==> config.mk <==
export PLATFORM = sky130hd
export DESIGN_NAME = clk_div_ctrl_flat
export DESIGN_NICKNAME = d
export VERILOG_FILES = /design/src/rtl/clk_div_ctrl_if.sv /design/src/rtl/clk_div_ctrl.sv /design/src/flat_wrapper.sv
export SDC_FILE = /design/constraint.sdc
export NUM_CORES = 1
export LEC_CHECK = 0
export ABC_CLOCK_PERIOD_IN_PS = 5440
export CELL_PAD_IN_SITES_DETAIL_PLACEMENT = 1
export CELL_PAD_IN_SITES_GLOBAL_PLACEMENT = 1
export CORE_MARGIN = 5
export CORE_UTILIZATION = 49
export CTS_BUF_LIST = sky130_fd_sc_hd__clkbuf_8 sky130_fd_sc_hd__clkbuf_16
export CTS_CLUSTER_SIZE = 10
export DETAILED_ROUTE_END_ITERATION = 12
export PLACE_DENSITY = 0.95
export SLEW_MARGIN = 20
export SYNTH_ARGS = -nofsm -noshare
export SYNTH_HDL_FRONTEND = slang
export SYNTH_SLANG_ARGS = --single-unit
==> constraint.sdc <==
create_clock -name i_clk_in -period 5.44 [get_ports i_clk_in]
set_input_delay 1.088 -clock i_clk_in [delete_from_list [all_inputs] [get_ports i_clk_in]]
set_output_delay 1.088 -clock i_clk_in [all_outputs]
set_load 0.01 [all_outputs]
==> src/rtl/clk_div_ctrl_if.sv <==
// Control/status bundle between the configuration side and the clock divider.
// The master drives enable and ratio requests; the slave returns handshake status and the divided clock.
interface clk_div_ctrl_if #(
  parameter int CNT_W = 8
);
  logic             i_en;
  logic             i_div_req;
  logic [CNT_W-1:0] i_div_val;
  logic             o_div_ack;
  logic             o_busy;
  logic             o_err;
  logic             o_period_tick;
  logic             o_clk_out;

  modport master (
    output i_en, i_div_req, i_div_val,
    input  o_div_ack, o_busy, o_err, o_period_tick, o_clk_out
  );

  modport slave (
    input  i_en, i_div_req, i_div_val,
    output o_div_ack, o_busy, o_err, o_period_tick, o_clk_out
  );
endinterface

==> src/rtl/clk_div_ctrl.sv <==
// Programmable 50%-duty integer clock divider with start/stop sequencing
// and runt-free ratio changes applied only at period boundaries.
//
//   state     | meaning
//   ----------+-----------------------------------------------------------
//   ST_STOP   | output parked low, cnt held at 0, requests applied at once
//   ST_RUN    | counting with div_r, free to accept a new ratio
//   ST_SWITCH | counting with old div_r, pend_r applied at the wrap
module clk_div_ctrl #(
  parameter int CNT_W       = 8,
  parameter int DIV_DEFAULT = 5
) (
  input  logic               i_clk_in,
  input  logic               i_rstn,
  clk_div_ctrl_if.slave      bus
);

  typedef enum logic [1:0] {
    ST_STOP   = 2'd0,
    ST_RUN    = 2'd1,
    ST_SWITCH = 2'd2
  } state_t;

  localparam logic [CNT_W-1:0] DIV_RST = CNT_W'(DIV_DEFAULT);
  localparam logic [CNT_W-1:0] ONE     = CNT_W'(1);

  state_t           state;
  logic [CNT_W-1:0] div_r;
  logic             odd_r;
  logic [CNT_W-1:0] pend_r;
  logic [CNT_W-1:0] cnt;
  logic             pos_q;
  logic             neg_q;
  logic             ack_q;
  logic             busy_q;
  logic             err_q;

  logic [CNT_W-1:0] div_m1;
  logic [CNT_W-1:0] half;
  logic [CNT_W-1:0] cnt_inc;
  logic             at_end;
  logic             req_ok;
  logic             req_bad;

  assign div_m1  = div_r - ONE;
  assign half    = div_r >> 1;
  assign at_end  = (cnt == div_m1);
  assign cnt_inc = at_end ? '0 : cnt + ONE;
  assign req_ok  = bus.i_div_req && (bus.i_div_val > ONE);
  assign req_bad = bus.i_div_req && (bus.i_div_val <= ONE);

  always_ff @(posedge i_clk_in or negedge i_rstn) begin
    if (!i_rstn) begin
      state  <= ST_STOP;
      div_r  <= DIV_RST;
      odd_r  <= DIV_RST[0];
      pend_r <= DIV_RST;
      cnt    <= '0;
      pos_q  <= 1'b0;
      ack_q  <= 1'b0;
      busy_q <= 1'b0;
      err_q  <= 1'b0;
    end else begin
      ack_q <= 1'b0;
      err_q <= 1'b0;
      case (state)
        ST_STOP: begin
          cnt   <= '0;
          err_q <= req_bad;
          if (req_ok) begin
            div_r <= bus.i_div_val;
            odd_r <= bus.i_div_val[0];
            ack_q <= 1'b1;
          end
          // cnt_next is 0 and any legal N has floor(N/2) >= 1, so start high
          if (bus.i_en) begin
            state <= ST_RUN;
            pos_q <= 1'b1;
          end else begin
            pos_q <= 1'b0;
          end
        end
        ST_RUN: begin
          err_q <= req_bad;
          if (at_end && !bus.i_en) begin
            // stopping at the boundary anyway, so a request here applies directly
            state <= ST_STOP;
            cnt   <= '0;
            pos_q <= 1'b0;
            if (req_ok) begin
              div_r <= bus.i_div_val;
              odd_r <= bus.i_div_val[0];
              ack_q <= 1'b1;
            end
          end else begin
            cnt   <= cnt_inc;
            pos_q <= (cnt_inc < half);
            if (req_ok) begin
              pend_r <= bus.i_div_val;
              busy_q <= 1'b1;
              state  <= ST_SWITCH;
            end
          end
        end
        ST_SWITCH: begin
          // neg_q is already low at the wrap, so odd_r can change without a glitch
          if (at_end) begin
            div_r  <= pend_r;
            odd_r  <= pend_r[0];
            cnt    <= '0;
            ack_q  <= 1'b1;
            busy_q <= 1'b0;
            pos_q  <= bus.i_en;
            state  <= bus.i_en ? ST_RUN : ST_STOP;
          end else begin
            cnt   <= cnt_inc;
            pos_q <= (cnt_inc < half);
          end
        end
        default: begin
          state  <= ST_STOP;
          cnt    <= '0;
          pos_q  <= 1'b0;
          busy_q <= 1'b0;
        end
      endcase
    end
  end

  always_ff @(negedge i_clk_in or negedge i_rstn) begin
    if (!i_rstn) neg_q <= 1'b0;
    else         neg_q <= pos_q;
  end

  assign bus.o_clk_out     = pos_q | (odd_r & neg_q);
  assign bus.o_period_tick = (state != ST_STOP) && at_end;
  assign bus.o_div_ack     = ack_q;
  assign bus.o_busy        = busy_q;
  assign bus.o_err         = err_q;

endmodule

==> src/flat_wrapper.sv <==
// flat-port wrapper written by rule: the top's interface ports become plain ports
module clk_div_ctrl_flat 
#(
  parameter int CNT_W       = 8,
  parameter int DIV_DEFAULT = 5
)
  (i_clk_in, i_rstn, bus_i_en, bus_i_div_req, bus_i_div_val, bus_o_div_ack, bus_o_busy, bus_o_err, bus_o_period_tick, bus_o_clk_out);
  clk_div_ctrl_if #(.CNT_W(CNT_W)) bus_i ();
  input  logic i_clk_in;
  input  logic i_rstn;
  input wire logic [$bits(bus_i.i_en)-1:0] bus_i_en;
  input wire logic [$bits(bus_i.i_div_req)-1:0] bus_i_div_req;
  input wire logic [$bits(bus_i.i_div_val)-1:0] bus_i_div_val;
  output wire logic [$bits(bus_i.o_div_ack)-1:0] bus_o_div_ack;
  output wire logic [$bits(bus_i.o_busy)-1:0] bus_o_busy;
  output wire logic [$bits(bus_i.o_err)-1:0] bus_o_err;
  output wire logic [$bits(bus_i.o_period_tick)-1:0] bus_o_period_tick;
  output wire logic [$bits(bus_i.o_clk_out)-1:0] bus_o_clk_out;
  assign bus_i.i_en = bus_i_en;
  assign bus_i.i_div_req = bus_i_div_req;
  assign bus_i.i_div_val = bus_i_div_val;
  assign bus_o_div_ack = bus_i.o_div_ack;
  assign bus_o_busy = bus_i.o_busy;
  assign bus_o_err = bus_i.o_err;
  assign bus_o_period_tick = bus_i.o_period_tick;
  assign bus_o_clk_out = bus_i.o_clk_out;
  clk_div_ctrl #(.CNT_W(CNT_W), .DIV_DEFAULT(DIV_DEFAULT)) u_core (.i_clk_in(i_clk_in), .i_rstn(i_rstn), .bus(bus_i));
endmodule
# After elaboration in Yosys (flattened, before gate mapping)
# Index checks and enable logic that the tools add are counted.
classes:
  n_lt_le_gt_ge: 3
  n_bitwise: 4
  n_eq_ne: 9
  n_reduce_logical: 13
  add_sub_neg: 2
  muxes: 31
ops:
  columns: ["op", "count"]
  rows:
  - ["$mux 8", 6]
  - ["$pmux 8 s3", 1]
  - ["$pmux 8 s2", 1]
  - ["$mux 1", 14]
  - ["$pmux 1 s3", 4]
  - ["$reduce_and 3->1", 3]
  - ["$add 8x1->8 const B", 1]
  - ["$eq 8x8->1", 1]
  - ["$gt 8x1->1 const B", 1]
  - ["$le 8x1->1 const B", 1]
  - ["$lt 8x7->1", 1]
  - ["$mux 2", 4]
  - ["$sub 8x1->8 const B", 1]
  - ["$ne 2x1->1 const B", 3]
  - ["$pmux 2 s3", 1]
  - ["$logic_and 1x1->1", 4]
  - ["$ne 2x2->1 const B", 2]
  - ["$reduce_and 4->1", 1]
  - ["$ne 3x1->1 const B", 1]
  - ["$reduce_bool 3->1", 1]
  - ["$eq 2x1->1 const B", 1]
  - ["$eq 2x2->1 const B", 1]
  - ["$logic_not 2->1", 1]
  - ["$not 1->1", 2]
  - ["5 further kinds", 5]
totals:
  register_bits: 32
  out_inout_bits: 5
  input_bits: 12
  elab_cells: 72

# Longest topological paths before layout
logic_depth:
  word_depth: 6
  mapped_depth: 15
  mapped_depth_nobuf: 14

==> results.md <==
* Post CTS Setup Buffer Count at 0
* Final total negative setup slack at 0 ps
* RSZ-0062 raised after global routing: false
* Wire length of the first global-routing pass at 9490 microns
* Number of buffers inserted by port buffering at 16
* Post-place setup slack at 626 ps
* Critical path cell sequence: a21o_1 > clkdlybuf4s50_1
* Slew at the pin closest to its max-slew limit at 893 ps
* CP Capture Type: primary output
* Pin count of the biggest net entering global routing at 31
* Maximum vdd drop at 0.000255 V
* Setup ws final at 327 ps
* Run status: finished clean
* Number of placement rows at 23
* Largest family of logic cells by synthesized area: compound AO/OA/AOI/OAI gates
* Final total power at 1.20 mW
* Die ar. at 5570 sq um
* Clock Skews at 10.6 ps
* Overall via count from detail_route at 1,626
* Post-route worst hold slack at 525 ps
* Leakage power figure at 1.03 nW
* Setup violation total in the final timing report at 0
* Slew Viols, Final at 0
* Via count of the first global-routing pass at 1,797
* Largest delay share family, worst path: buffers and inverters
* Async set-reset flop share out of synthesis at 100%
* First-pass iteration count of the detailed router at 4
* Total core area at 4030 sq um
* Fraction of post-synthesis cell area in the top cell type by area at 31.8%
* Worst-case headroom to the max-slew limit at 40.5%
* Antenna violations before repair at 0
* Total buffers and inverters traversed by the critical path at 1
* Compound-cell area share of the yosys netlist at 14.9%
* Cts repair resizes at 0
* Hold Fails Final Rpt at 0
* Hpwl dp at 4040 microns
* Cell with the most instances after synthesis: dfrtp_1
* Final global-route overflow total at 0
* GRT Overall Usage at 23.5%
* Remaining DRCs at 0
* Vias per std cell at 6.11
* Cells after synthesis at 198
* Cell with the largest stage delay on the worst path: clkdlybuf4s50_1
* Dominant cell type by area after synthesis: dfrtp_1
* Yosys synthesis warning count at 0
* Clock sink count at 31
* Source-to-sink clock delay at the later pin of the worst-skew pair at 300 ps
* Cell count after placement at 258
* Portion of the post-synthesis area used by sequential elements at 38.1%
* Distinct cell type count of the synthesized netlist at 48
* Number of levels the H-tree was split into at 2
* CTS clock-pin slew for the worst setup and hold paths at 60 ps
* Critical path startpoint category: flip-flop
* Average cell area after synthesis at 10.3 sq um
* Netlist Area Pre-Place at 2050 sq um
* Worst setup path category: reg2out
* Number of synthesized flops with an enable pin at 0
* Arrival time of the worst setup path at 4030 ps
* Weighted congestion reported at the end of routability-driven placement at 0.830
* Top Ports at 17
* Die Span Y at 74.6 microns
* CP max FO at 1
* Final Net Count at 239
* Share of post-route cells with drive strength above 1 at 13.4%
* Delay of the slowest cell on the worst path at 520 ps
* Simple-gate area share of the yosys netlist at 13.6%
* Required time at the worst-slack endpoint at 4350 ps
* Post-Synth Adder-Cell Area at 7.33%
* Die width at 74.6 microns
* Layout filler cell count at 443
* Antenna-violating nets left at 0
* Non-filler instance count after layout at 266
* Ant. Diodes at 0
* Largest cells by area after synthesis: dfrtp_1 32%, mux2i_1 8.3%, ha_1 7.3%, mux2_4 5.9%, dfstp_2 5.1%
* Portion of netlist area occupied by mux cells at 14.7%
* Starting density of the core at 50.8%
* Number of buffers created by CTS at 5
* Count of state elements after synthesis at 31
* Layout-stage area growth over the synthesis result at 14.4%
* Final wirelength at 5880 microns
* Synthesized-area fraction occupied by xor and xnor cells at 7.21%
* Tightest Hold Check Type: reg2reg
* CTS max path bufs at 2
* TritonCTS clock tree: yes
* Synth Net Count at 222
* Number of DRC markers after the initial detailed-route iteration at 99
* Hold buffers post-CTS at 0
* Main synth FF type: dfrtp_1
* Max-cap check violation count at 0
* Clock root buffer: clkbuf_8
* Routed wirelength normalized by instance count at 22.1 microns
* Synth cell count leaders: 26 x dfrtp_1, 21 x nor2_1, 17 x mux2i_1, 13 x inv_1, 12 x ha_1
* Power per unit of standard cell area at 513 nW/um^2
-- layout make-up --
class                   instances  area [sq um]  share of cell area (%)
inverters                      13          48.8                    2.08
repair buffers                 17           168                    7.16
multi-input cells             147          1180                    50.5
well taps                      50          62.6                    2.67
flip-flops and latches         31           781                    33.3
clock buffers                   7          96.3                    4.11
clock inverters                 1          3.75                   0.160
-- metal layers --
layer | up-vias | wire length (microns) | global-route usage (%)
met4 | 0 | 110 | 7.31
li1 | 743 | - | -
met5 | - | 0 | 0
met1 | 837 | 2470 | 27.9
met2 | 36 | 3110 | 43.0
met3 | 10 | 188 | 4.27
-- stage by stage --
stage | utilization [%] | area, sq um
finish | 58.1 | 2340
global route | 58.1 | 2340
CTS | 58.1 | 2340
detailed placement | 55.7 | 2240
global placement | 55.7 | 2240
floorplan | - | 2050
-- path summary, 6_finish.rpt --
path | cells after the start | from | to | slack (ps)
setup / recovery | 2 | u_core.neg_q | bus_o_clk_out | 330
hold / removal | 1 | u_core.pend_r[4] | u_core.pend_r[4] | 530
setup reg to reg | 14 | u_core.div_r[0] | u_core.pos_q | 1440
hold reg to reg | 1 | u_core.pend_r[4] | u_core.pend_r[4] | 530
max in group asynchronous | 1 | i_rstn | u_core.neg_q | 1640
min in group asynchronous | 2 | i_rstn | u_core.pend_r[7] | 1350
-- cells in the final DEF (no fill, tap or decap), drive strengths merged, types with 5 or more instances in the layout --
cell type / n
a21oi: 5
clkbuf: 7
clkdlybuf4s50: 16
dfrtp: 26
ha: 12
inv: 14
mux2: 9
mux2i: 17
nand2: 6
nand3: 8
nor2: 21
nor3: 5
o21ai: 10
xnor2: 5
xor2: 11
-- power breakdown --
group | switching (mW) | internal [mW] | leakage, nW | total (mW)
logic | 0.316 | 0.248 | 0.599 | 0.564
registers | 0.105 | 0.330 | 0.379 | 0.434
clock network | 0.0904 | 0.114 | 0.0557 | 0.204
total | 0.511 | 0.691 | 1.03 | 1.20
-- registers in the layout, summed over array words and instances, names as in the netlist --
signal and cells:
u_core.bus.o_busy 1, u_core.bus.o_div_ack 1, u_core.bus.o_err 1, u_core.cnt 8, u_core.div_r 8, u_core.neg_q 1
u_core.pend_r 8, u_core.pos_q 1, u_core.state 2
-- cell families after synthesis --
family                     after synthesis
DFF                                     31
and+or+nand+nor                         55
AOI/OAI and AO/OA                       38
buffers and inverters                   20
xor gates and xnor gates                16
muxes                                   26
adders and majority gates               12
Note: power is estimated with default switching activity, not from simulation.
